==> config.mk <==
export PLATFORM = sky130hd
export DESIGN_NAME = exe_div_seq
export DESIGN_NICKNAME = d
export VERILOG_FILES = /design/src/rtl/exe_div_seq.sv
export SDC_FILE = /design/constraint.sdc
export NUM_CORES = 1
export LEC_CHECK = 0
export BUFFER_PORTS_ARGS = -buffer_cell sky130_fd_sc_hd__buf_2
export CORE_ASPECT_RATIO = 0.75
export CORE_MARGIN = 2
export CORE_UTILIZATION = 48
export CTS_CLUSTER_SIZE = 25
export DETAILED_ROUTE_END_ITERATION = 10
export PLACE_DENSITY = 0.67
export SYNTH_ARGS = -nofsm -noshare
export SYNTH_HDL_FRONTEND = slang
export SYNTH_SLANG_ARGS = --single-unit
==> constraint.sdc <==
create_clock -name clk -period 4.3 [get_ports clk]
set_input_delay 0.86 -clock clk [delete_from_list [all_inputs] [get_ports clk]]
set_output_delay 0.86 -clock clk [all_outputs]
set_load 0.02 [all_outputs]
==> src/rtl/exe_div_seq.sv <==
// rtl/exe_div_seq.sv - sequential restoring divider for EXE-stage DIV/DIVU/REM/REMU
module exe_div_seq (
  input  logic        clk,
  input  logic        rst,
  input  logic        start,
  input  logic [1:0]  op,
  input  logic [31:0] dividend,
  input  logic [31:0] divisor,
  input  logic        flush,
  output logic        stall,
  output logic        done,
  output logic [31:0] result,
  output logic        busy
);

  typedef enum logic [1:0] {IDLE, CALC, FIX, DONE} state_t;

  state_t      state_q, state_d;
  logic [5:0]  count_q, count_d;
  logic [1:0]  op_q, op_d;
  logic        neg_quo_q, neg_quo_d;
  logic        neg_rem_q, neg_rem_d;
  logic [31:0] dvs_q, dvs_d;
  logic [31:0] quo_q, quo_d;      // dividend bits shift out of the top, quotient bits shift in
  logic [32:0] rem_q, rem_d;
  logic [31:0] result_q, result_d;

  logic        is_signed, dvd_neg, dvs_neg;
  logic [31:0] dvd_abs, dvs_abs;
  logic [32:0] shifted;
  logic [33:0] diff;
  logic [31:0] q_fix, r_fix;

  // Operand conditioning, one restoring step, and sign fix-up of the final values
  always_comb begin
    is_signed = ~op[0];
    dvd_neg   = is_signed & dividend[31];
    dvs_neg   = is_signed & divisor[31];
    // abs(0x80000000) wraps to 0x80000000, which is the right unsigned magnitude
    dvd_abs   = dvd_neg ? (32'd0 - dividend) : dividend;
    dvs_abs   = dvs_neg ? (32'd0 - divisor) : divisor;
    shifted   = {rem_q[31:0], quo_q[31]};
    diff      = {1'b0, shifted} - {2'b00, dvs_q};
    q_fix     = neg_quo_q ? (32'd0 - quo_q) : quo_q;
    r_fix     = neg_rem_q ? (32'd0 - rem_q[31:0]) : rem_q[31:0];
  end

  // Next-state and datapath updates; flush kills the op from any state
  always_comb begin
    state_d   = state_q;
    count_d   = count_q;
    op_d      = op_q;
    neg_quo_d = neg_quo_q;
    neg_rem_d = neg_rem_q;
    dvs_d     = dvs_q;
    quo_d     = quo_q;
    rem_d     = rem_q;
    result_d  = result_q;
    if (flush) begin
      state_d = IDLE;
      count_d = 6'd0;
    end else begin
      case (state_q)
        IDLE: begin
          if (start) begin
            op_d      = op;
            neg_quo_d = dvd_neg ^ dvs_neg;
            neg_rem_d = dvd_neg;
            dvs_d     = dvs_abs;
            quo_d     = dvd_abs;
            rem_d     = 33'd0;
            count_d   = 6'd0;
            if (divisor == 32'd0) begin
              result_d = op[1] ? dividend : 32'hFFFF_FFFF;
              state_d  = DONE;
            end else if (is_signed && dividend == 32'h8000_0000 && divisor == 32'hFFFF_FFFF) begin
              result_d = op[1] ? 32'd0 : 32'h8000_0000;
              state_d  = DONE;
            end else begin
              state_d = CALC;
            end
          end
        end
        CALC: begin
          rem_d   = diff[33] ? shifted : diff[32:0];
          quo_d   = {quo_q[30:0], ~diff[33]};
          count_d = count_q + 6'd1;
          if (count_q == 6'd31) state_d = FIX;
        end
        FIX: begin
          result_d = op_q[1] ? r_fix : q_fix;
          state_d  = DONE;
        end
        DONE: begin
          state_d = IDLE;
        end
        default: state_d = IDLE;
      endcase
    end
  end

  // State and datapath registers with synchronous reset
  always_ff @(posedge clk) begin
    if (rst) begin
      state_q   <= IDLE;
      count_q   <= 6'd0;
      op_q      <= 2'd0;
      neg_quo_q <= 1'b0;
      neg_rem_q <= 1'b0;
      dvs_q     <= 32'd0;
      quo_q     <= 32'd0;
      rem_q     <= 33'd0;
      result_q  <= 32'd0;
    end else begin
      state_q   <= state_d;
      count_q   <= count_d;
      op_q      <= op_d;
      neg_quo_q <= neg_quo_d;
      neg_rem_q <= neg_rem_d;
      dvs_q     <= dvs_d;
      quo_q     <= quo_d;
      rem_q     <= rem_d;
      result_q  <= result_d;
    end
  end

  // Pipeline handshake: the DONE cycle releases the stall for the completing instruction
  always_comb begin
    stall  = start & ~flush & ~rst & (state_q != DONE);
    done   = (state_q == DONE);
    busy   = (state_q != IDLE);
    result = result_q;
  end

endmodule

### Yosys cells after proc, flatten, opt, wreduce, memory -nomap -nowiden

Cells that the tools add are included.

* register bits after elaboration: 140
* input bits: 70
* logic and storage cells: 71

* add/subtract/negate cells: 6
* equality and inequality tests: 10
* mux-type cells: 23
* bitwise logic cells: 10
* reduce and logical (&&, ||, !) cells: 13

Operators by type and width (number)
* $mux 32: 13
* $pmux 32 s2: 3
* $sub 1x32->32 const A: 4
* $eq 32x32->1 const B: 2
* $sub 33x32->34: 1
* $logic_not 32->1: 1
* $pmux 6 s2: 1
* $mux 2: 4
* $pmux 2 s4: 1
* $add 6x1->6 const B: 1
* $eq 6x5->1 const B: 1
* $mux 6: 1
* $ne 2x2->1 const B: 3
* $reduce_and 3->1: 2
* $reduce_bool 2->1: 3
* $and 1x1->1: 5
* $eq 2x2->1 const B: 2
* $not 1->1: 4
* $reduce_and 2->1: 2
* $reduce_and 4->1: 1
* $ne 3x3->1 const B: 1
* $eq 2x1->1 const B: 1
* $logic_and 1x1->1: 2
* $logic_not 2->1: 1
* 2 further kinds: 2

### Longest topological paths before layout

Gate-level depths: netlist of run 1.

* depth after elaboration: 7
* gate-level depth with buffers: 12

### Worst setup path after synthesis of run 1

Ideal clock, no wire load.

* path type: input -> register
* start point: in dividend[0]
* end point: reg result_q[30] (netlist: result[30])
* library setup time: 69 ps
* arrival: 3277 ps
* data required time: 4231 ps
* slack: 954 ps
* stages: 11
* path through: inv_1 -> ha_1 -> or3b_1 -> nor4b_2 -> nand3_1 -> o32ai_2 -> a21oi_2 -> or3_1 -> buf_2 -> a221o_1 -> o21ai_1

* word-level cells in the longest chain between the ends: 5

Ends and longest elaborated chain
* start: declaration: line 7 `input logic [31:0] dividend,`
* $eq 32x32->1: line 76 `end else if (is_signed && dividend == 32'h8000_0000 && divisor == 32'hFFFF_FFFF) begin`
* $logic_and 1x1->1 (2 in a row): line 76
* $ne 3x3->1 (no line)
* $reduce_and 4->1 (no line)
* end signal: assignment: line 123 `result_q <= result_d;`
* end: declaration: line 26 `logic [31:0] result_q, result_d;`

Every way passes these cells.
A chain may end at the register's enable or synchronous reset.

### Worst setup path after layout of run 1

* start point: reg rem_q[11]
* end point: reg rem_q[1]

* word-level cells in the longest chain between the ends: 3

Ends and longest elaborated chain
* start: declaration: line 25 `logic [32:0] rem_q, rem_d;`
* start signal: assignment: line 122 `rem_q <= rem_d;`
* $sub 33x32->34: line 43 `diff = {1'b0, shifted} - {2'b00, dvs_q};`
* $mux 32: line 85 `rem_d = diff[33] ? shifted : diff[32:0];`
* $pmux 32 s2: line 63 `case (state_q)`

Every way passes these cells.

==> results of run 1 <==
## layout by cell type, fill, tap and decap left out, types with 4 or more instances in the layout
cell type	n
nand2b_1	13
a221oi_1	10
o31ai_1	34
buf_2	104
nand2_1	202
or3_1	15
a21o_1	16
nand4_1	15
xor2_1	87
mux2i_1	12
ha_1	41
nor3_1	31
a31oi_1	5
o211ai_1	24
a21oi_1	90
a22o_1	10
or4_1	20
xnor2_1	56
dfxtp_1	139
nand3_1	86
nor4_1	6
and3_1	5
o21ai_1	4
o21ai_0	121
or2_2	10
clkbuf_16	17
a211oi_1	33
inv_1	56
a311oi_1	4
nor2b_1	14
buf_4	20
o41ai_1	17
nor2_1	101
a32oi_1	8
o21a_1	7
clkbuf_8	5
## metrics by stage
step / worst slack (ns) / power (mW) / area (µm²) / std cells
finish: 0.619 / 3.73 / 11800 / 1790
global route: 0.291 / 3.90 / 11800 / 1790
detailed placement: 0.518 / 2.22 / 11200 / 1758
CTS: 0.707 / 3.73 / 11800 / 1789
global placement: 0.617 / 2.22 / 11200 / 1758
floorplan: 0.954 / 1.98 / 10400 / 1430
## layout make-up
cell class / instances / area [µm²]
Clock buffer: 25 / 505
Fill cell: 2051 / 9430
Timing Repair Buffer: 125 / 691
Inverter: 56 / 210
Clock inverter: 6 / 85.1
Multi-Input combinational cell: 1151 / 7170
Tap cell: 288 / 360
Sequential cell: 139 / 2780
## worst max-delay path, delay by kind of cell (launching register included)
kind	cells	cell delay (ns)
AOI/OAI and AO/OA	6	2.12
and+or+nand+nor	2	0.61
adders and majority gates	1	0.43
DFF	1	0.39
## path summary, 6_finish.rpt
path              start    endpoint  slack (ns)  cells past startpoint
min reg2reg  result[15]  result[15]        0.44                      2
max reg2reg   rem_q[11]    rem_q[1]        0.62                      9
max           rem_q[11]    rem_q[1]        0.62                      9
min          result[15]  result[15]        0.44                      2
## registers in the layout, summed over array words and instances, names as in the netlist
register   count
dvs_q         32
quo_q         32
rem_q         32
count_q        6
op_q           1
neg_rem_q      1
state_q        2
neg_quo_q      1
result        32
## routing by layer
metal  wire length (µm)  part of all wire (%)
met1              15400                    49
met5                  0                     0
met4                711                   2.2
met2              13200                    42
met3               2350                   7.4
## cell usage after synthesis (33+ instances only)
cell type	number
xnor2_1	56
o31ai_1	34
a21oi_1	90
nand2_1	202
o21ai_0	121
inv_1	56
dfxtp_1	139
nor2_1	105
nand3_1	86
ha_1	42
clkbuf_1	78
xor2_1	87
a211oi_1	33
## report_power, final
group | internal, mW | switching (mW)
Combinational | 0.295 | 0.519
Clock | 0.926 | 0.594
Sequential | 1.34 | 0.0575
## cell families after synthesis
group	Yosys count	synth area share (%)
compound gates	415	25.8
xor+xnor	143	12.0
flops	139	26.6
simple gates	538	24.1
buf+inv	140	5.04
mux	12	1.15
fa+ha+maj	43	5.22
==> flow_metrics.env, run 1 <==
export IMPL_yosys_area_top_type_share_pct=26.6
export IMPL_ys_seq_elements=139
export IMPL_syn_to_final_growth_pct=13.0
export IMPL_fin_crit_ns=3.68
export IMPL_tightest_slew_ns=1.12
export IMPL_ys_seq_area_share_pct=26.6
export IMPL_crit_slowest_cell="a2111o_1"
export IMPL_drc=0
export IMPL_clkSlewWorstSetupHoldPaths_ns=0.06
export IMPL_firstDrtPassIters=6
export IMPL_synth_cell_types=69
export IMPL_drv_cap=0
export IMPL_cts_buffers=17
export IMPL_grt_overflow_total=0
export IMPL_ys_top_cells_by_area="dfxtp_1, xor2_1, nand2_1, o21ai_0, ha_1"
export IMPL_cts_resized=0
export IMPL_peakVddDrop_uv=250
export IMPL_antenna_cells=0
export IMPL_die_x_um=174
export IMPL_cts_tree="built"
export IMPL_ios=105
export IMPL_grt_usage_pct=27.7
export IMPL_drive_above_1_share_pct=12.2
export IMPL_critPathLaunchType="register"
export IMPL_start_util_pct=49.2
export IMPL_die_y_um=132
export IMPL_clkSinkCount=139
export IMPL_antenna_found_initial=0
export IMPL_place_congestion=0.943
export IMPL_status="complete, no violations"
export IMPL_post_drt_wl_per_cell_um=17.7
export IMPL_postRouteAntennaNets=0
export IMPL_grt_pass1_wl_mm=51.6
export IMPL_finalSetupViolations=0
export IMPL_met3_usage_pct=5.65
export IMPL_pwr_density_cell_mw_per_mm2=316
export IMPL_ys_warn_count=0
export IMPL_synth_edff_count=0
export IMPL_root_buffer="clkbuf_16"
export IMPL_postCtsSetupBuffers=0
export IMPL_cts_hold_buf=0
export IMPL_totalWireLength_mm=31.6
export IMPL_fin_tns_setup_ns=0
export IMPL_slew_viol_final=0
export IMPL_grtUsageMet1_pct=40.4
export IMPL_nets=1603
export IMPL_die_area_mm2=0.0230
export IMPL_crit_arrival_ns=4.01
export IMPL_yosys_area_top_type="dfxtp_1"
export IMPL_vias=10624
export IMPL_grt_setup_unrepaired="no"
export IMPL_via_per_inst=5.94
export IMPL_insertion_delay_ns=0.44
export IMPL_drtIter0Drc=1101
export IMPL_finalCritPeriodShare_pct=85.6
export IMPL_hold_worst_slack_ns=0.436
export IMPL_clockBufferDepth=2
export IMPL_ys_async_sr_fraction_pct=0
export IMPL_path_cells="ha_1 -> o21ai_0 -> a21oi_1 -> o2111ai_1 -> or4_1 -> o21ai_1 -> a2111o_1 -> nand2_1 -> a32o_1"
export IMPL_p_leak_nw=4.71
export IMPL_coreArea_mm2=0.0212
export IMPL_syn_nets=1543
export IMPL_hold_class="register to register"
export IMPL_crit_required_ns=4.63
export IMPL_htreeDepth=4
export IMPL_finish_utilization_pct=55.6
export IMPL_grt_max_degree=88
export IMPL_top_usage_layer="met2"
export IMPL_synthFlopType="dfxtp_1"
export IMPL_numPortBuffers=104
export IMPL_syn_area_per_cell_um2=7.31
export IMPL_critPathMaxStageDelay_ns=0.88
export IMPL_timing_fmax_mhz=272
export IMPL_cp_max_fo=30
export IMPL_finClkSkew_ns=0.00864
export IMPL_worstSetupPathType="register to register"
export IMPL_synthesis_area_mm2=0.0104
export IMPL_fp_row_count=46
export IMPL_slew_headroom_pct=24.8
export IMPL_first_global_vias=9850
export IMPL_place_hpwl_mm=23.6
export IMPL_end_kind="register"
export IMPL_met2_usage_pct=41.1
export IMPL_hold_viol_final=0
export IMPL_syn_inst=1430
Power figures use the tool's default switching activity.
==> inputs of run 2 (changes only) <==
==> constraint.sdc (replaced) <==
create_clock -name clk -period 4.4 [get_ports clk]
set_input_delay 0.88 -clock clk [delete_from_list [all_inputs] [get_ports clk]]
set_output_delay 0.88 -clock clk [all_outputs]
set_load 0.02 [all_outputs]
==> run 2 against run 1 <==
  * Non-clock buffer count is 4 lower
  * Sequential power about the same
  * Clock-buffer cell count shrank 4
  * Design area shrank 0.56%
  * Core utilization fell by 0.31 points
  * Total power down 4.5%
  * Combinational power decreased by 3.2%
  * Critical path type unchanged
  * Largest power group unchanged
  * Highest routed layer unchanged
==> flow_metrics.env, run 2 (same netlist as run 1, synthesis figures left out) <==
export IMPL_status="complete, no violations"
export IMPL_pwr_density_cell_mw_per_mm2=304
export IMPL_clkSinkCount=139
export IMPL_clkSlewWorstSetupHoldPaths_ns=0.06
export IMPL_wl_met1_mm=15.4
export IMPL_finalCritPeriodShare_pct=85.6
export IMPL_grt_pass1_wl_mm=51.0
export IMPL_htreeDepth=4
export IMPL_met2_length_mm=13.4
export IMPL_min_delay_start="result[15]"
export IMPL_final_cell_mix="nand2_1, dfxtp_1, o21ai_0"
export IMPL_worstReg2RegStart="rem_q[11]"
export IMPL_die_x_um=174
export IMPL_hold_class="register to register"
export IMPL_drive_above_1_share_pct=12.1
export IMPL_startpoint="rem_q[11]"
export IMPL_timing_fmax_mhz=266
export IMPL_cts_tree="built"
export IMPL_slew_viol_final=0
export IMPL_cts_resized=0
export IMPL_antenna_found_initial=0
export IMPL_grt_overflow_total=0
export IMPL_nets=1599
export IMPL_vias=10553
export IMPL_clockBufferDepth=2
export IMPL_start_util_pct=49.2
export IMPL_tightest_slew_ns=1.31
export IMPL_post_drt_wl_per_cell_um=17.6
export IMPL_end_kind="register"
export IMPL_root_buffer="clkbuf_16"
export IMPL_fin_crit_ns=3.76
export IMPL_peakVddDrop_uv=225
export IMPL_die_area_mm2=0.0230
export IMPL_grt_usage_pct=27.3
export IMPL_finClkSkew_ns=0.0126
export IMPL_insertion_delay_ns=0.44
export IMPL_drc=0
export IMPL_cts_buffers=17
export IMPL_postCtsSetupBuffers=0
export IMPL_firstDrtPassIters=5
export IMPL_top_layer="met4"
export IMPL_hold_worst_slack_ns=0.435
export IMPL_place_hpwl_mm=23.8
export IMPL_cp_max_fo=30
export IMPL_final_common_cell="nand2_1"
export IMPL_fp_row_count=46
export IMPL_cts_hold_buf=0
export IMPL_drtIter0Drc=1047
export IMPL_crit_required_ns=4.75
export IMPL_coreArea_mm2=0.0212
export IMPL_numPortBuffers=104
export IMPL_crit_arrival_ns=4.11
export IMPL_wl_met3_mm=2.20
export IMPL_hold_viol_final=0
export IMPL_grt_setup_unrepaired="no"
export IMPL_slew_headroom_pct=12.4
export IMPL_drv_cap=0
export IMPL_fin_tns_setup_ns=0
export IMPL_syn_to_final_growth_pct=12.4
export IMPL_totalWireLength_mm=31.5
export IMPL_finalSetupViolations=0
export IMPL_ios=105
export IMPL_die_y_um=132
export IMPL_postRouteAntennaNets=0
export IMPL_worstSetupPathType="register to register"
export IMPL_p_leak_nw=4.67
export IMPL_via_per_inst=5.90
export IMPL_grt_max_degree=73
export IMPL_first_global_vias=9586
export IMPL_place_congestion=0.942
export IMPL_critPathLaunchType="register"
run 2: cell types whose count changed in the layout (fill, tap and decap cells not counted), moves of 2 or more:
cell	previous run	this run
clkinv_2	2	5
clkbuf_1	3	1
buf_4	20	17
clkbuf_8	5	3
clkinvlp_4	2	4
run 2: layer usage:
layer  up-vias  track usage, %
met4         0            6.07
met5         -               0
met1      4918            40.4
met2       326            41.2
li1       5266               -
met3        43            5.02
run 2: layout make-up:
class / count / area (µm²)
multi-input cells: 1151 / 7170
inverters: 56 / 210
well taps: 288 / 360
diodes: 1 / 2.50
repair buffers: 121 / 648
clock buffers: 21 / 470
fillers: 2080 / 9500
flip-flops and latches: 139 / 2780
clock inverters: 11 / 93.8
run 2: final timing paths:
| path | cells past startpoint | slack [ns] | endpoint |
|---|---|---|---|
| worst min-delay path | 2 | 0.44 | result[15] |
| worst max-delay path | 9 | 0.64 | rem_q[31] |
| worst min register to register | 2 | 0.44 | result[15] |
| worst max register to register | 9 | 0.64 | rem_q[31] |
run 2: critical path, stage by stage, from the launching register on:
cell and delay [ns]:
dfxtp_1 0.39, ha_1 0.43, o21ai_0 0.12, a21oi_1 0.24, o2111ai_1 0.22, or4_1 0.47, o21ai_1 0.40, a2111o_1 0.87
o311ai_0 0.31, o21ai_0 0.24
run 2: power by group:
| part | internal (mW) | switching (mW) | total (mW) |
|---|---|---|---|
| clock network | 0.818 | 0.591 | 1.41 |
| registers | 1.31 | 0.0572 | 1.37 |
| logic | 0.284 | 0.505 | 0.788 |
run 2: stage by stage:
| step | utilization, % | cells | worst slack [ns] | power [mW] | instance area [µm²] |
|---|---|---|---|---|---|
| 2_1_floorplan | - | 1430 | 1.03 | 1.93 | 10400 |
| 3_3_place_gp | 52.6 | 1755 | 0.714 | 2.16 | 11200 |
| 3_5_place_dp | 52.6 | 1755 | 0.666 | 2.17 | 11200 |
| 4_1_cts | 55.3 | 1787 | 0.679 | 3.56 | 11700 |
| 5_1_grt | 55.3 | 1787 | 0.303 | 3.74 | 11700 |
| 6_report | 55.3 | 1788 | 0.635 | 3.56 | 11700 |
==> inputs of run 3 (changes only) <==
--- a/config.mk
+++ b/config.mk
@@ -5,13 +5,16 @@
 export SDC_FILE = /design/constraint.sdc
 export NUM_CORES = 1
 export LEC_CHECK = 0
+export ABC_AREA = 1
 export BUFFER_PORTS_ARGS = -buffer_cell sky130_fd_sc_hd__buf_2
+export CAP_MARGIN = 15
 export CORE_ASPECT_RATIO = 0.75
 export CORE_MARGIN = 2
 export CORE_UTILIZATION = 48
 export CTS_CLUSTER_SIZE = 25
 export DETAILED_ROUTE_END_ITERATION = 10
-export PLACE_DENSITY = 0.67
+export PLACE_DENSITY = 0.66
+export SLEW_MARGIN = 25
 export SYNTH_ARGS = -nofsm -noshare
 export SYNTH_HDL_FRONTEND = slang
 export SYNTH_SLANG_ARGS = --single-unit
==> run 3 against run 2 <==
  * Die area rose by 22%
  * Core utilization shrank 1.2 points
  * Synthesized cell count grew 59%
  * Clock-buffer cell count down 2
  * Hold slack better by 0.0041 ns
  * Total power increased by 12%
  * Critical path depth is 4 higher
  * Cell count up 50%
  * Flip-flop and latch count unchanged
  * Area after synthesis is 22% higher
  * Critical path type unchanged
  * Largest cell class unchanged
  * Highest routed layer is now met5
==> flow_metrics.env, run 3 <==
export IMPL_totalWireLength_mm=49.7
export IMPL_rr_worst_depth=13
export IMPL_die_x_um=192
export IMPL_tightest_slew_ns=0.966
export IMPL_crit_cells=13
export IMPL_drtIter0Drc=1781
export IMPL_synthesis_area_mm2=0.0128
export IMPL_pwr_density_cell_mw_per_mm2=283
export IMPL_yosys_area_top_type_share_pct=21.8
export IMPL_first_global_vias=13209
export IMPL_place_hpwl_mm=39.5
export IMPL_postRouteAntennaNets=0
export IMPL_final_cell_mix="nand2_1, inv_1, nor2_1"
export IMPL_die_area_mm2=0.0279
export IMPL_synth_common_cells="nand2_1, inv_1, nor2_1"
export IMPL_finish_utilization_pct=54.1
export IMPL_p_leak_nw=6.96
export IMPL_cts_hold_buf=0
export IMPL_cp_top_family="simple AND/OR/NAND/NOR gates"
export IMPL_slew_viol_final=0
export IMPL_fin_tns_setup_ns=0
export IMPL_met3_usage_pct=15.1
export IMPL_yosysMostFrequentCell="nand2_1"
export IMPL_ys_seq_area_share_pct=21.8
export IMPL_grt_pass1_wl_mm=75.7
export IMPL_htreeDepth=4
export IMPL_vias=15182
export IMPL_post_drt_wl_per_cell_um=18.5
export IMPL_syn_to_final_growth_pct=10.4
export IMPL_worstSetupEndpoint="rem_q[22]"
export IMPL_insertion_delay_ns=0.44
export IMPL_clockBufferDepth=2
export IMPL_crit_arrival_ns=3.37
export IMPL_r2r_end="rem_q[22]"
export IMPL_numPortBuffers=104
export IMPL_power_mw=3.98
export IMPL_crit_required_ns=4.71
export IMPL_ios=105
export IMPL_nets=2434
export IMPL_peakVddDrop_uv=256
export IMPL_postCtsSetupBuffers=0
export IMPL_clkSlewWorstSetupHoldPaths_ns=0.07
export IMPL_path_cells="inv_1 -> ha_1 -> nand2_1 -> nor2_1 -> nand3_1 -> nand3_1 -> nand2_1 -> nand2_1 -> nand2_2 -> nand2_2 -> nand3_1 -> nand3_1 -> a21oi_1"
export IMPL_cts_buffers=17
export IMPL_finClkSkew_ns=0.0141
export IMPL_final_common_cell="nand2_1"
export IMPL_ys_seq_elements=139
export IMPL_top_usage_layer="met1"
export IMPL_timing_fmax_mhz=328
export IMPL_critPathLaunchType="register"
export IMPL_drive_above_1_share_pct=8.14
export IMPL_syn_inst=2268
export IMPL_fin_crit_ns=3.05
export IMPL_hold_class="register to register"
export IMPL_grt_max_degree=82
export IMPL_startpoint="dvs_q[7]"
export IMPL_cts_resized=0
export IMPL_drc=0
export IMPL_grt_overflow_total=0
export IMPL_ys_async_sr_fraction_pct=0
export IMPL_worstReg2RegStart="dvs_q[7]"
export IMPL_ys_top_cells_by_area="dfxtp_1, nand2_1, nand3_1, inv_1, nor2_1"
export IMPL_finalCritPeriodShare_pct=69.4
export IMPL_hold_worst_slack_ns=0.439
export IMPL_yosys_area_top_type="dfxtp_1"
export IMPL_root_buffer="clkbuf_16"
export IMPL_grt_setup_unrepaired="no"
export IMPL_setup_ws_ns=1.35
export IMPL_met2_usage_pct=43.9
export IMPL_crit_slowest_cell="nand2_2"
export IMPL_critPathBufInv=1
export IMPL_clkSinkCount=139
export IMPL_crit_path_frequent_cell="nand3_1"
export IMPL_fp_row_count=51
export IMPL_antenna_cells=0
export IMPL_dp_slack_ns=1.16
export IMPL_ys_warn_count=0
export IMPL_syn_area_per_cell_um2=5.63
export IMPL_firstDrtPassIters=5
export IMPL_syn_nets=2381
export IMPL_via_per_inst=5.67
export IMPL_die_y_um=145
export IMPL_r2r_slack_ns=1.35
export IMPL_hold_viol_final=0
export IMPL_critPathMaxStageDelay_ns=0.58
export IMPL_antenna_found_initial=1
export IMPL_cp_max_fo=33
export IMPL_status="complete, no violations"
export IMPL_cts_tree="built"
export IMPL_grt_usage_pct=35.4
export IMPL_synthFlopType="dfxtp_1"
export IMPL_start_util_pct=49.0
export IMPL_worstSetupPathType="register to register"
export IMPL_coreArea_mm2=0.0260
export IMPL_end_kind="register"
export IMPL_place_congestion=0.983
export IMPL_synth_edff_count=0
export IMPL_drv_cap=0
export IMPL_finalSetupViolations=0
export IMPL_slew_headroom_pct=35.5
export IMPL_synth_cell_types=44
export IMPL_grtUsageMet1_pct=55.1
==> run 3: per-stage QoR <==
stage,area (µm²),cells
finish,14100,2678
global route,14100,2678
floorplan,12800,2268
detailed placement,13500,2646
CTS,14100,2678
global placement,13500,2645
==> run 3: cell type report <==
| class | count | area (µm²) |
|---|---|---|
| Clock buffer | 19 | 453 |
| Sequential cell | 139 | 2780 |
| Multi-Input combinational cell | 1744 | 8490 |
| Inverter | 299 | 1130 |
| Fill cell | 2842 | 11900 |
| Tap cell | 344 | 430 |
| Timing Repair Buffer | 120 | 663 |
| Clock inverter | 13 | 143 |
==> run 3: worst min-delay path by stage <==
stage,start,to,slack (ns),depth (start not counted)
4_1_cts,count_q[5],count_q[5],0.44,1
3_5_place_dp,count_q[5],count_q[5],0.43,1
6_report,count_q[5],count_q[5],0.44,1
2_1_floorplan,count_q[5],count_q[5],0.41,1
5_1_grt,count_q[5],count_q[5],0.46,1
3_3_place_gp,count_q[5],count_q[5],0.42,1
==> run 3: kinds of logic after synthesis <==
kind of cell    count (synthesis)  synth area share [%]
simple gates                 1252                  42.1
compound gates                392                  16.2
buf+inv                       385                  11.7
flops                         139                  21.8
xor+xnor                       57                  3.91
fa+ha+maj                      43                  4.27
==> run 3: layer usage <==
metal,up-vias,wire length (µm)
met4,2,672
met2,746,17900
met5,-,10
met3,45,7270
li1,7453,-
met1,6936,23800
==> run 3: report_power, final <==
| group | internal (mW) | total (mW) | leakage [nW] | switching (mW) |
|---|---|---|---|---|
| combinational | 0.322 | 1.12 | 5.54 | 0.796 |
| clock | 0.869 | 1.49 | 0.290 | 0.624 |
| sequential | 1.31 | 1.37 | 1.13 | 0.0585 |
